### src/rtl/fwd_hazard_unit_pkg.sv
// Shared types and constants for the forwarding / hazard controller.
// Tags are stored at ADDR_MAX_W and zero-extended from the port width.
package fwd_hazard_unit_pkg;

   localparam int ADDR_MAX_W = 8;
   localparam int FWD_DEPTH  = 3;
   localparam int FWD_SEL_W  = $clog2(FWD_DEPTH);
   localparam int FWD_RF     = 0;

   typedef struct packed {
      logic                  valid;
      logic                  wb_en;
      logic                  is_load;
      logic [ADDR_MAX_W-1:0] dest;
   } slot_t;

   function automatic int sel_w(input int depth);
      return (depth < 3) ? 1 : $clog2(depth);
   endfunction

endpackage

### src/rtl/fwd_hazard_unit_match.sv
// Nearest-match priority encoder over a window of shadow slots.
// Index 0 of the window is the youngest (closest) writer.
module fwd_match
   import fwd_hazard_unit_pkg::*;
#(
   parameter int N           = 2,
   parameter int IDX_W       = 1,
   parameter bit ZERO_REG_EN = 1'b0
) (
   input  slot_t [N-1:0]          slots,
   input  logic [ADDR_MAX_W-1:0]  src,
   input  logic                   used,
   output logic                   hit,
   output logic [IDX_W-1:0]       idx
);

   logic live;

   assign live = used & ~(ZERO_REG_EN & (src == '0));

   // Scan oldest to youngest so the nearest writer is the last to win.
   always_comb begin
      hit = 1'b0;
      idx = '0;
      for (int k = N - 1; k >= 0; k--) begin
         if (live && slots[k].valid && slots[k].wb_en
             && slots[k].dest == src) begin
            hit = 1'b1;
            idx = IDX_W'(k);
         end
      end
   end

endmodule

### src/rtl/fwd_hazard_unit.sv
// Forwarding select and load-use hazard control for the integer pipe.
// Keeps a shadow pipeline of destination tags from EXE onward.
module fwd_hazard_unit
   import fwd_hazard_unit_pkg::*;
#(
   parameter int ADDR_W      = 4,
   parameter int NUM_SRC     = 3,
   parameter int DEPTH       = 3,
   parameter int LOAD_STAGE  = 2,
   parameter bit ZERO_REG_EN = 1'b0,
   localparam int SEL_W      = sel_w(DEPTH)
) (
   input  logic                       clk,
   input  logic                       rst,
   input  logic                       id_valid,
   input  logic [NUM_SRC*ADDR_W-1:0]  id_src,
   input  logic [NUM_SRC-1:0]         id_src_used,
   input  logic [ADDR_W-1:0]          id_dest,
   input  logic                       id_wb_en,
   input  logic                       id_is_load,
   input  logic                       mem_busy,
   input  logic                       flush,
   output logic                       stall,
   output logic [NUM_SRC*SEL_W-1:0]   fwd_sel,
   output logic [31:0]                stall_cnt
);

   typedef logic [ADDR_MAX_W-1:0] reg_t;

   slot_t [DEPTH-1:0]   slot_q;
   reg_t [NUM_SRC-1:0]  src_q;
   logic [NUM_SRC-1:0]  used_q;
   reg_t [NUM_SRC-1:0]  id_reg;
   logic [NUM_SRC-1:0]  lu_src;
   logic                load_use;
   logic                accept;
   slot_t               id_slot;

   for (genvar s = 0; s < NUM_SRC; s++) begin : g_src
      logic             f_hit;
      logic             l_hit;
      logic [SEL_W-1:0] f_idx;
      logic [SEL_W-1:0] l_idx;

      assign id_reg[s] = reg_t'(id_src[s*ADDR_W +: ADDR_W]);

      fwd_match #(
         .N(DEPTH - 1), .IDX_W(SEL_W), .ZERO_REG_EN(ZERO_REG_EN)
      ) u_fwd (
         .slots (slot_q[DEPTH-1:1]),
         .src   (src_q[s]),
         .used  (used_q[s]),
         .hit   (f_hit),
         .idx   (f_idx)
      );

      fwd_match #(
         .N(DEPTH - 1), .IDX_W(SEL_W), .ZERO_REG_EN(ZERO_REG_EN)
      ) u_lu (
         .slots (slot_q[DEPTH-2:0]),
         .src   (id_reg[s]),
         .used  (id_src_used[s]),
         .hit   (l_hit),
         .idx   (l_idx)
      );

      assign fwd_sel[s*SEL_W +: SEL_W] =
         (slot_q[0].valid && f_hit) ? f_idx + SEL_W'(1)
                                    : SEL_W'(FWD_RF);

      assign lu_src[s] = l_hit && slot_q[l_idx].is_load
                         && (int'(l_idx) + 1 < LOAD_STAGE);
   end

   assign load_use = |lu_src;
   assign accept   = id_valid & ~flush & ~load_use;
   assign stall    = mem_busy
                     | (~rst & load_use & id_valid & ~flush);

   // Build the EXE entry: the ID instruction or an all-zero bubble.
   always_comb begin
      id_slot = '0;
      if (accept) begin
         id_slot.valid   = 1'b1;
         id_slot.wb_en   = id_wb_en;
         id_slot.is_load = id_is_load;
         id_slot.dest    = reg_t'(id_dest);
      end
   end

   // Shadow tag pipeline: holds while memory is busy.
   always_ff @(posedge clk) begin
      if (rst) begin
         slot_q <= '0;
         src_q  <= '0;
         used_q <= '0;
      end else if (!mem_busy) begin
         for (int i = DEPTH - 1; i > 0; i--) begin
            slot_q[i] <= slot_q[i-1];
         end
         slot_q[0] <= id_slot;
         src_q     <= accept ? id_reg : '0;
         used_q    <= accept ? id_src_used : '0;
      end
   end

   // Saturating count of stalled cycles.
   always_ff @(posedge clk) begin
      if (rst) begin
         stall_cnt <= '0;
      end else if (stall && stall_cnt != 32'hFFFF_FFFF) begin
         stall_cnt <= stall_cnt + 32'd1;
      end
   end

endmodule
### config.mk
export PLATFORM = sky130hd
export DESIGN_NAME = fwd_hazard_unit
export DESIGN_NICKNAME = d
export VERILOG_FILES = /design/src/rtl/fwd_hazard_unit_pkg.sv /design/src/rtl/fwd_hazard_unit_match.sv /design/src/rtl/fwd_hazard_unit.sv
export SDC_FILE = /design/constraint.sdc
export NUM_CORES = 1
export LEC_CHECK = 0
export ABC_AREA = 0
export CAP_MARGIN = 20
export CORE_MARGIN = 2
export CORE_UTILIZATION = 40
export CTS_BUF_LIST = sky130_fd_sc_hd__clkbuf_2
export CTS_CLUSTER_SIZE = 10
export DETAILED_ROUTE_END_ITERATION = 12
export HOLD_SLACK_MARGIN = 0.06
export PLACE_DENSITY = 0.74
export SYNTH_ARGS = -nofsm -noshare
export SYNTH_HDL_FRONTEND = slang
export SYNTH_SLANG_ARGS = --single-unit
### constraint.sdc
create_clock -name clk -period 2.25 [get_ports clk]
set_input_delay 0.45 -clock clk [delete_from_list [all_inputs] [get_ports clk]]
set_output_delay 0.45 -clock clk [all_outputs]
set_load 0.02 [all_outputs]
* Yosys cells after proc, flatten, opt, wreduce, memory -nomap -nowiden
Cells that the tools add are included.
Storage, ports and cells: memories kept 0, logic and storage cells 135, bits in writable memories 0, latch bits 0, output and inout port bits 39, register bits after elaboration 92, ROM bits 0
Cells by class: bitwise gates (word level) 9, multipliers 0, equality and inequality tests 13, divide/modulo/power cells 0, shift-type cells 0, reduce and logical (&&, ||, !) cells 47, multiplexer cells 36, magnitude comparators 6, add/sub/neg operators 7
Operators by type and width (count):
- $bmux W11 S2 | 3
- $eq A8 B4 Y1 | 6
- $eq A8 B8 Y1 | 6
- $logic_and A1 B1 Y1 | 46
- $add A32 B1 Y32 const B | 1
- $ne A32 B32 Y1 const B | 1
- $mux W9 | 3
- $mux W20 | 1
- $mux W1 | 18
- $mux W2 | 9
- $mux W11 | 1
- $add A2 B1 Y3 const B | 3
- $lt A2 B3 Y1 const B | 3
- $lt A3 B2 Y1 const B | 3
- $add A2 B1 Y2 const B | 3
- $and A1 B1 Y1 | 5
- $mux W3 | 1
- $not A1 Y1 | 3
- $reduce_or A3 Y1 | 1
- $or A1 B1 Y1 | 1

* Logic depth before layout (Yosys ltp)
Gate-level depths: netlist of the first run.
depth in word-level cells 15, gate-level depth with buffers 9, depth with buffers taken out 7

* By module
Synthesis of the first run repeated with hierarchy kept, for this count alone.
Second synthesis, totals: cell total of the unflattened synthesis 519, area, all modules 4341.7 sq um
By module, submodules not included:
- fwd_hazard_unit | cells each 351, times used 1, area each 3050.4 sq um, sequential area each 1361.3 sq um
- fwd_match | cells each 28, times used 6, area each 215.2 sq um, sequential area each 0.0 sq um

* Worst setup path after synthesis of the first run
OpenSTA, ideal clock, no wires.
path kind register to register, start reg stall_cnt[7], end reg stall_cnt[26], arrival time 1994 ps, period minus slack after synthesis 2115 ps, path slack 135 ps, stages on the path, launching flop included 7, buffers on the path 0, setup time 121 ps, cells stage by stage dfxtp_1 and4_1 nand4_1 a311oi_1 nand2_1 nor3_1 mux2_2
On the way: word-level cells in the longest chain between the ends 2, elaborated cells between the ends (all ways) 3, classes of those cells add/sub: 1; eq/ne: 1; reduce/logical: 1
Ends and longest elaborated chain:
- start, declared | RTL line fwd_hazard_unit.sv:25 | output logic [31:0] stall_cnt
- start signal, assigned | RTL line fwd_hazard_unit.sv:112 | stall_cnt <= stall_cnt + 32'd1;
- parallel branches: the longest is 2 deep, another holds $add A32 B1 Y32
Parallel ways; which one is timed is not known. A chain may end at the register's enable or synchronous reset.

* Final worst setup path of the first run
start reg slot_q[24] (netlist bit), end out fwd_sel[1]
On the way: word-level cells in the longest chain between the ends 6, elaborated cells between the ends (all ways) 9, classes of those cells add/sub: 1; eq/ne: 1; mux: 5; reduce/logical: 2
Ends and longest elaborated chain:
- start, declared | RTL line fwd_hazard_unit.sv:30 | slot_t [DEPTH-1:0] slot_q;
- start signal, assigned by index | RTL line fwd_hazard_unit.sv:99 | slot_q[i] <= slot_q[i-1];
- $eq A8 B8 Y1 * | RTL line fwd_hazard_unit_match.sv:27 | && slots[k].dest == src) begin
- $logic_and A1 B1 Y1 * | RTL line fwd_hazard_unit_match.sv:27
- $mux W1 | RTL line fwd_hazard_unit_match.sv:26 | if (live && slots[k].valid && slots[k].wb_en
- $mux W2 / $mux W1 (equally long branches) | RTL line fwd_hazard_unit_match.sv:26
- $add A2 B1 Y2 / $logic_and A1 B1 Y1 (equally long branches) | RTL line fwd_hazard_unit.sv:68 | (slot_q[0].valid && f_hit) ? f_idx + SEL_W'(1)
- $mux W2 * | RTL line fwd_hazard_unit.sv:68
- end, declared | RTL line fwd_hazard_unit.sv:24 | output logic [NUM_SRC*SEL_W-1:0] fwd_sel,
Every way passes the cells marked *; elsewhere a longest branch is shown, timed or not.

==> results of run 1 <==
## logic make-up after synthesis
kind of cell / Yosys count / share of synthesized area
flops: 66 / 0.398
fa+ha+maj: 1 / 0.00377
simple gates: 131 / 0.226
compound gates: 85 / 0.177
mux: 15 / 0.0464
buf+inv: 31 / 0.0487
xor+xnor: 36 / 0.0996
## stage by stage
step | cell area [sq um] | utilization | setup TNS, ns | hold WS (ns) | setup WS, ns
after floorplan | 3320 | - | 0 | 0.463 | 0.135
after detailed placement | 4240 | 0.521 | -23.73 | 0.491 | -0.700
after CTS | 4460 | 0.548 | -0.859 | 0.500 | -0.145
after global placement | 4240 | 0.521 | -21.78 | 0.475 | -0.686
after global routing | 4610 | 0.566 | -1.03 | 0.222 | -0.253
final | 4610 | 0.567 | -0.462 | 0.267 | -0.195
## critical path, delay by kind of cell, from the launching register on
family	cells	cell delay [ns]
buffers and inverters	2	0.30
xor gates and xnor gates	1	0.16
DFF	1	0.37
and+or+nand+nor	3	0.66
## routing by layer
metal  vias up  wire length, um  track usage
met2        92             4200        0.310
met5         -                0            0
met1      1546             4000        0.269
met4         0              210       0.0725
met3        19              484       0.0427
li1       1555                -            -
## timing repair
action	4_1_cts	5_1_grt
buffers inserted	3	2
pin swaps	14	18
setup endpoints to repair	30	34
gates resized for setup	63	32
endpoints found under the hold margin	0	0
## flip-flops by register name, summed over array words and instances (netlist names)
| name | count |
|---|---|
| stall_cnt | 32 |
| src_q | 12 |
| used_q | 3 |
| slot_q | 19 |
## power groups by stage
stage          Clock [mW]  Combinational [mW]  Sequential [mW]
4_1_cts             0.840               0.201             1.20
6_report            0.829               0.216             1.20
3_5_place_dp            0               0.196             1.23
5_1_grt             0.884               0.231             1.20
3_3_place_gp            0               0.194             1.23
2_1_floorplan           0               0.100             1.22
## worst max-delay path by stage
stage	slack [ns]	end	cells past startpoint
floorplan	0.14	stall_cnt[26]	6
global placement	-0.69	stall	7
detailed placement	-0.70	stall	7
CTS	-0.14	fwd_sel[5]	4
global route	-0.25	fwd_sel[1]	6
finish	-0.19	fwd_sel[1]	6
## area by class of cell
cell class	count	area [sq um]
antenna	1	2.50
clock buffer	9	45.0
fill	700	3520
timing repair buffer	106	1000
sequential	66	1350
multi-input combinational	268	1970
tap	105	131
clock inverter	7	92.6
inverter	4	17.5
## cell usage in the layout, fill, tap and decap left out, types with 4 or more instances in the layout
cell type / n
clkdlybuf4s50_1: 53
dfxtp_1: 52
buf_4: 38
a21oi_1: 28
xor2_1: 23
nand3_1: 21
a22o_1: 21
nor2_1: 20
o31ai_1: 20
or4_1: 20
nand4_1: 13
nand2_1: 12
mux2i_1: 12
and3_1: 9
clkbuf_2: 9
buf_6: 9
o21ai_0: 8
or3_1: 8
dfxtp_2: 8
xnor2_2: 7
dfxtp_4: 6
xnor2_1: 5
nor2b_1: 5
and4_1: 4
==> flow_metrics.py, run 1 <==
metrics = {
    "sta": {
        "drv_slew": 0,
        "slew_headroom": 0.641,
        "fin_crit_ns": 2.44,
        "finalHoldViolCount": 0,
        "tightest_slew_ns": 0.539,
        "finalSetupViolCount": 4,
        "fin_ws_ns": -0.195,
        "period_share": 1.09,
        "fmax_ghz": 0.409,
        "rsz0062_at_grt": "yes",
        "clock_skew_ns": 0.0280,
    },
    "routing": {
        "wl_per_cell_um": 15.7,
        "firstDrtPassIters": 4,
        "drc": 0,
        "drt_iter0_drc": 212,
        "routed_wl_um": 8890,
        "routed_via_density": 5.67,
        "num_vias": 3212,
        "ant_nets": 0,
    },
    "min_path": {
        "hold_path_end": "src_q[18]",
        "hold_depth": 2,
        "worstHoldPathType": "in -> reg",
        "hp-start": "id_src[10]",
    },
    "placement": {
        "place_hpwl_um": 6160,
        "placed_cells": 544,
        "place.port_buffers": 64,
        "gp_congestion": 0.879,
    },
    "power": {
        "power_switching_uw": 585,
        "p_int_mw": 1.66,
        "vdd_ir_drop_max_mv": 0.214,
        "p_comb_frac": 0.096,
        "p_leak_nw": 1.77,
        "p_clk_frac": 0.369,
        "powerDensity_nw_per_um2": 487,
        "swShare": 0.261,
        "total_power_mw": 2.24,
        "power_frac_seq": 0.534,
    },
    "worst_setup_path": {
        "ff2ff_path_depth": 8,
        "crit_top_cell": "buf_4",
        "cp-startpoint": "slot_q[24]",
        "crit_type": "reg -> out",
        "r2r_end": "stall_cnt[30]",
        "crit_fanout": 3,
        "cp_data_arrival_time_ns": 1.99,
        "crit_required_ns": 1.80,
        "max_stage_delay_ns": 0.37,
        "r2r_setup_slack_ns": 0.05,
        "cp_slowest_cell": "dfxtp_1",
        "cp-end-kind": "primary output",
        "r2r-start": "slot_q[3]",
        "path_cells": "buf_4, xor2_1, nor4_1, nand3_1, nor2_1, buf_4",
        "start_kind": "register",
    },
    "global_routing": {
        "grt_max_degree": 61,
        "grt_pass1_wl_um": 14100,
        "grt_overflow_total": 0,
        "grt.total_usage": 0.198,
        "antenna_found_initial": 0,
        "grt_pass1_vias": 2947,
    },
    "synth": {
        "synth_nets": 392,
        "yosysSeqAreaShare": 0.398,
        "synth.avg_cell_area_sq_um": 9.08,
        "synthArstFlopShare": 0,
        "yosysWarningCount": 0,
        "synth_cells": 365,
        "synthTopCellsByCount": "66 x dfxtp_1, 29 x a21oi_1, 23 x xor2_1",
        "synthTopCellsByArea": "dfxtp_1 40%, xor2_1 6.1%, a22o_1 5.5%",
        "ys.flop_type": "dfxtp_1",
        "synth.most_common_cell": "dfxtp_1",
        "synth_top_area_cell": "dfxtp_1",
        "ys_ff_latch": 66,
        "synth_edf_count": 0,
        "netlist.area_leader.share": 0.398,
        "syn_area_sq_um": 3320,
        "synth_cell_types": 37,
    },
    "layout": {
        "final_cells": 566,
        "nets": 482,
        "area_delta_synth_final_pct": 39.0,
        "layout-drive-gt1-share": 0.230,
    },
    "floorplanning": {
        "num_rows": 33,
        "die_w_um": 95.0,
        "ios": 65,
        "initial_core_util": 0.408,
        "die_area_sq_um": 9030,
        "coreArea_sq_um": 8130,
        "die_h_um": 95.0,
    },
    "clock_tree": {
        "cts_hold_buf": 0,
        "cts_tree": "done",
        "clkLatencyLatePin_ns": 0.50,
        "clock_sinks": 66,
        "clk_pin_slew_ns": 0.21,
        "cts_buffer_depth": 2,
        "htree_levels": 3,
        "cts_buffers": 9,
        "root_buffer": "clkbuf_2",
    },
    "flow_run": {
        "cap_violations": 0,
    },
    "outcome": {
        "status": "finished with violations",
        "violations": "setup timing",
    },
}
No activity file was read; power rests on OpenSTA's default activity.
==> run 2, diff against run 1 <==
--- a/config.mk
+++ b/config.mk
@@ -13,7 +13,8 @@
 export CTS_CLUSTER_SIZE = 10
 export DETAILED_ROUTE_END_ITERATION = 12
 export HOLD_SLACK_MARGIN = 0.06
-export PLACE_DENSITY = 0.74
+export PLACE_DENSITY = 0.72
 export SYNTH_ARGS = -nofsm -noshare
 export SYNTH_HDL_FRONTEND = slang
+export SYNTH_HIERARCHICAL = 1
 export SYNTH_SLANG_ARGS = --single-unit
==> flow_metrics.py, run 2 <==
metrics = {
    "outcome": {
        "status": "finished with violations",
        "violations": "setup timing",
    },
    "sta": {
        "slew_headroom": 0.463,
        "period_share": 1.36,
        "finalSetupViolCount": 61,
        "drv_slew": 0,
        "clock_skew_ns": 0.0430,
        "tightest_slew_ns": 0.805,
        "fin_ws_ns": -0.805,
        "finalHoldViolCount": 0,
        "fin_crit_ns": 3.06,
        "fmax_ghz": 0.327,
        "rsz0062_at_grt": "yes",
    },
    "power": {
        "p_leak_nw": 2.44,
        "vdd_ir_drop_max_mv": 0.257,
        "powerDensity_nw_per_um2": 348,
        "total_power_mw": 2.35,
    },
    "clock_tree": {
        "htree_levels": 3,
        "clk_pin_slew_ns": 0.19,
        "clkLatencyLatePin_ns": 0.54,
        "cts_tree": "done",
        "root_buffer": "clkbuf_2",
        "clock_sinks": 66,
        "cts_hold_buf": 0,
        "cts_buffers": 9,
        "cts_buffer_depth": 2,
    },
    "min_path": {
        "hold_depth": 3,
        "hp-start": "id_src[9]",
        "hold_path_end": "src_q[17]",
        "worstHoldPathType": "in -> reg",
    },
    "worst_setup_path": {
        "cp_slowest_cell": "clkdlybuf4s50_1",
        "cp-end-kind": "register",
        "cp_data_arrival_time_ns": 3.52,
        "ff2ff_path_depth": 10,
        "crit_type": "in -> reg",
        "crit_required_ns": 2.71,
        "crit_fanout": 4,
        "r2r_end": "stall_cnt[29]",
        "path_cells": "clkdlybuf4s50_1, xnor2_1, nand4_1, or3_4, nor2b_4, nor3b_4, nor4_4, buf_4, or4_4, or4_1, a21oi_1",
        "start_kind": "primary input",
        "max_stage_delay_ns": 0.59,
        "r2r-start": "slot_q[12]",
        "r2r_setup_slack_ns": -0.79,
    },
    "placement": {
        "place.port_buffers": 64,
        "gp_congestion": 0.879,
        "placed_cells": 843,
        "pre_cts_slack_ns": -1.37,
        "place_hpwl_um": 9080,
    },
    "floorplanning": {
        "die_area_sq_um": 11500,
        "initial_core_util": 0.412,
        "ios": 65,
        "coreArea_sq_um": 10400,
        "num_rows": 37,
        "die_h_um": 107,
        "die_w_um": 107,
    },
    "global_routing": {
        "grt_pass1_wl_um": 20000,
        "grt_overflow_total": 0,
        "grt_max_degree": 75,
        "grt.total_usage": 0.219,
        "antenna_found_initial": 1,
        "grt_pass1_vias": 4186,
    },
    "routing": {
        "routed_wl_um": 13500,
        "wl_per_cell_um": 15.5,
        "num_vias": 4538,
        "routed_via_density": 5.19,
        "drt_iter0_drc": 266,
        "firstDrtPassIters": 6,
        "drc": 0,
        "ant_nets": 0,
    },
    "flow_run": {
        "cap_violations": 0,
    },
    "layout": {
        "nets": 759,
        "largest_reg_flops": 32,
        "regMostFlops": "stall_cnt",
        "reg.largest.list": "stall_cnt: 32 flops, slot_q: 19 flops, src_q: 12 flops",
        "area_delta_synth_final_pct": 57.9,
        "final_common_cell": "conb_1",
        "fin_util": 0.651,
        "final_cells": 874,
        "fillCellCount": 838,
        "most-common-layout-cells": "102 x conb_1, 74 x xnor2_1, 69 x buf_4",
        "layout-drive-gt1-share": 0.299,
    },
    "synth": {
        "yosysWarningCount": 6,
        "synth.avg_cell_area_sq_um": 8.33,
        "syn_area_sq_um": 4270,
        "synth_cells": 513,
    },
}
## run 2: worst max-delay path, delay by kind of cell
family	cells	cell delay, ns
buf+inv	2	0.74
simple gates	7	2.03
xor+xnor	1	0.15
compound gates	1	0.15
## run 2: layout make-up
type	instances	area (sq um)	share of cell area
clock buffers	10	50.0	0.00741
repair buffers	140	1290	0.191
flip-flops and latches	66	1360	0.201
diodes	1	2.50	0.000371
inverters	4	20.0	0.00297
clock inverters	6	57.6	0.00853
multi-input cells	511	3800	0.563
well taps	136	170	0.0252
## run 2: how the worst max path moves through the flow
stage	from	to	slack, ns	cells past startpoint
floorplan	id_src[5]	stall_cnt[19]	-0.48	10
global placement	id_src[0]	stall_cnt[31]	-1.34	11
detailed placement	id_src[0]	stall_cnt[23]	-1.37	12
CTS	slot_q[12]	stall	-0.83	9
global route	slot_q[12]	stall	-0.88	9
finish	id_src[11]	stall_cnt[29]	-0.81	11
## run 2: metal layers
metal  routed length (um)  global-route usage  vias to the layer above
met5                    0                   0                        -
met4                  350              0.0769                        0
met3                  858              0.0351                       33
met2                 6840               0.374                      155
met1                 5500               0.278                     2170
li1                     -                   -                     2180
## run 2: where the power goes
part	switching, mW	internal, mW	total [mW]	leakage [nW]
registers	0.0186	1.18	1.19	0.542
logic	0.224	0.217	0.441	1.83
clock network	0.464	0.252	0.715	0.0646
## run 2: what timing repair did
item	in CTS	in global routing
buffers inserted	3	7
gates resized for setup	79	77
pin swaps	27	73
gates cloned	1	5
endpoints found under the setup margin	61	62
## run 2: metrics by stage
| step | TNS (ns) | hold slack (ns) | instance area (sq um) |
|---|---|---|---|
| final | -28.64 | 0.439 | 6750 |
| after global routing | -35.07 | 0.408 | 6750 |
| after CTS | -27.34 | 0.355 | 6250 |
| after detailed placement | -60.57 | 0.503 | 5970 |
| after global placement | -57.72 | 0.496 | 5970 |
| after floorplan | -11.07 | 0.504 | 4890 |
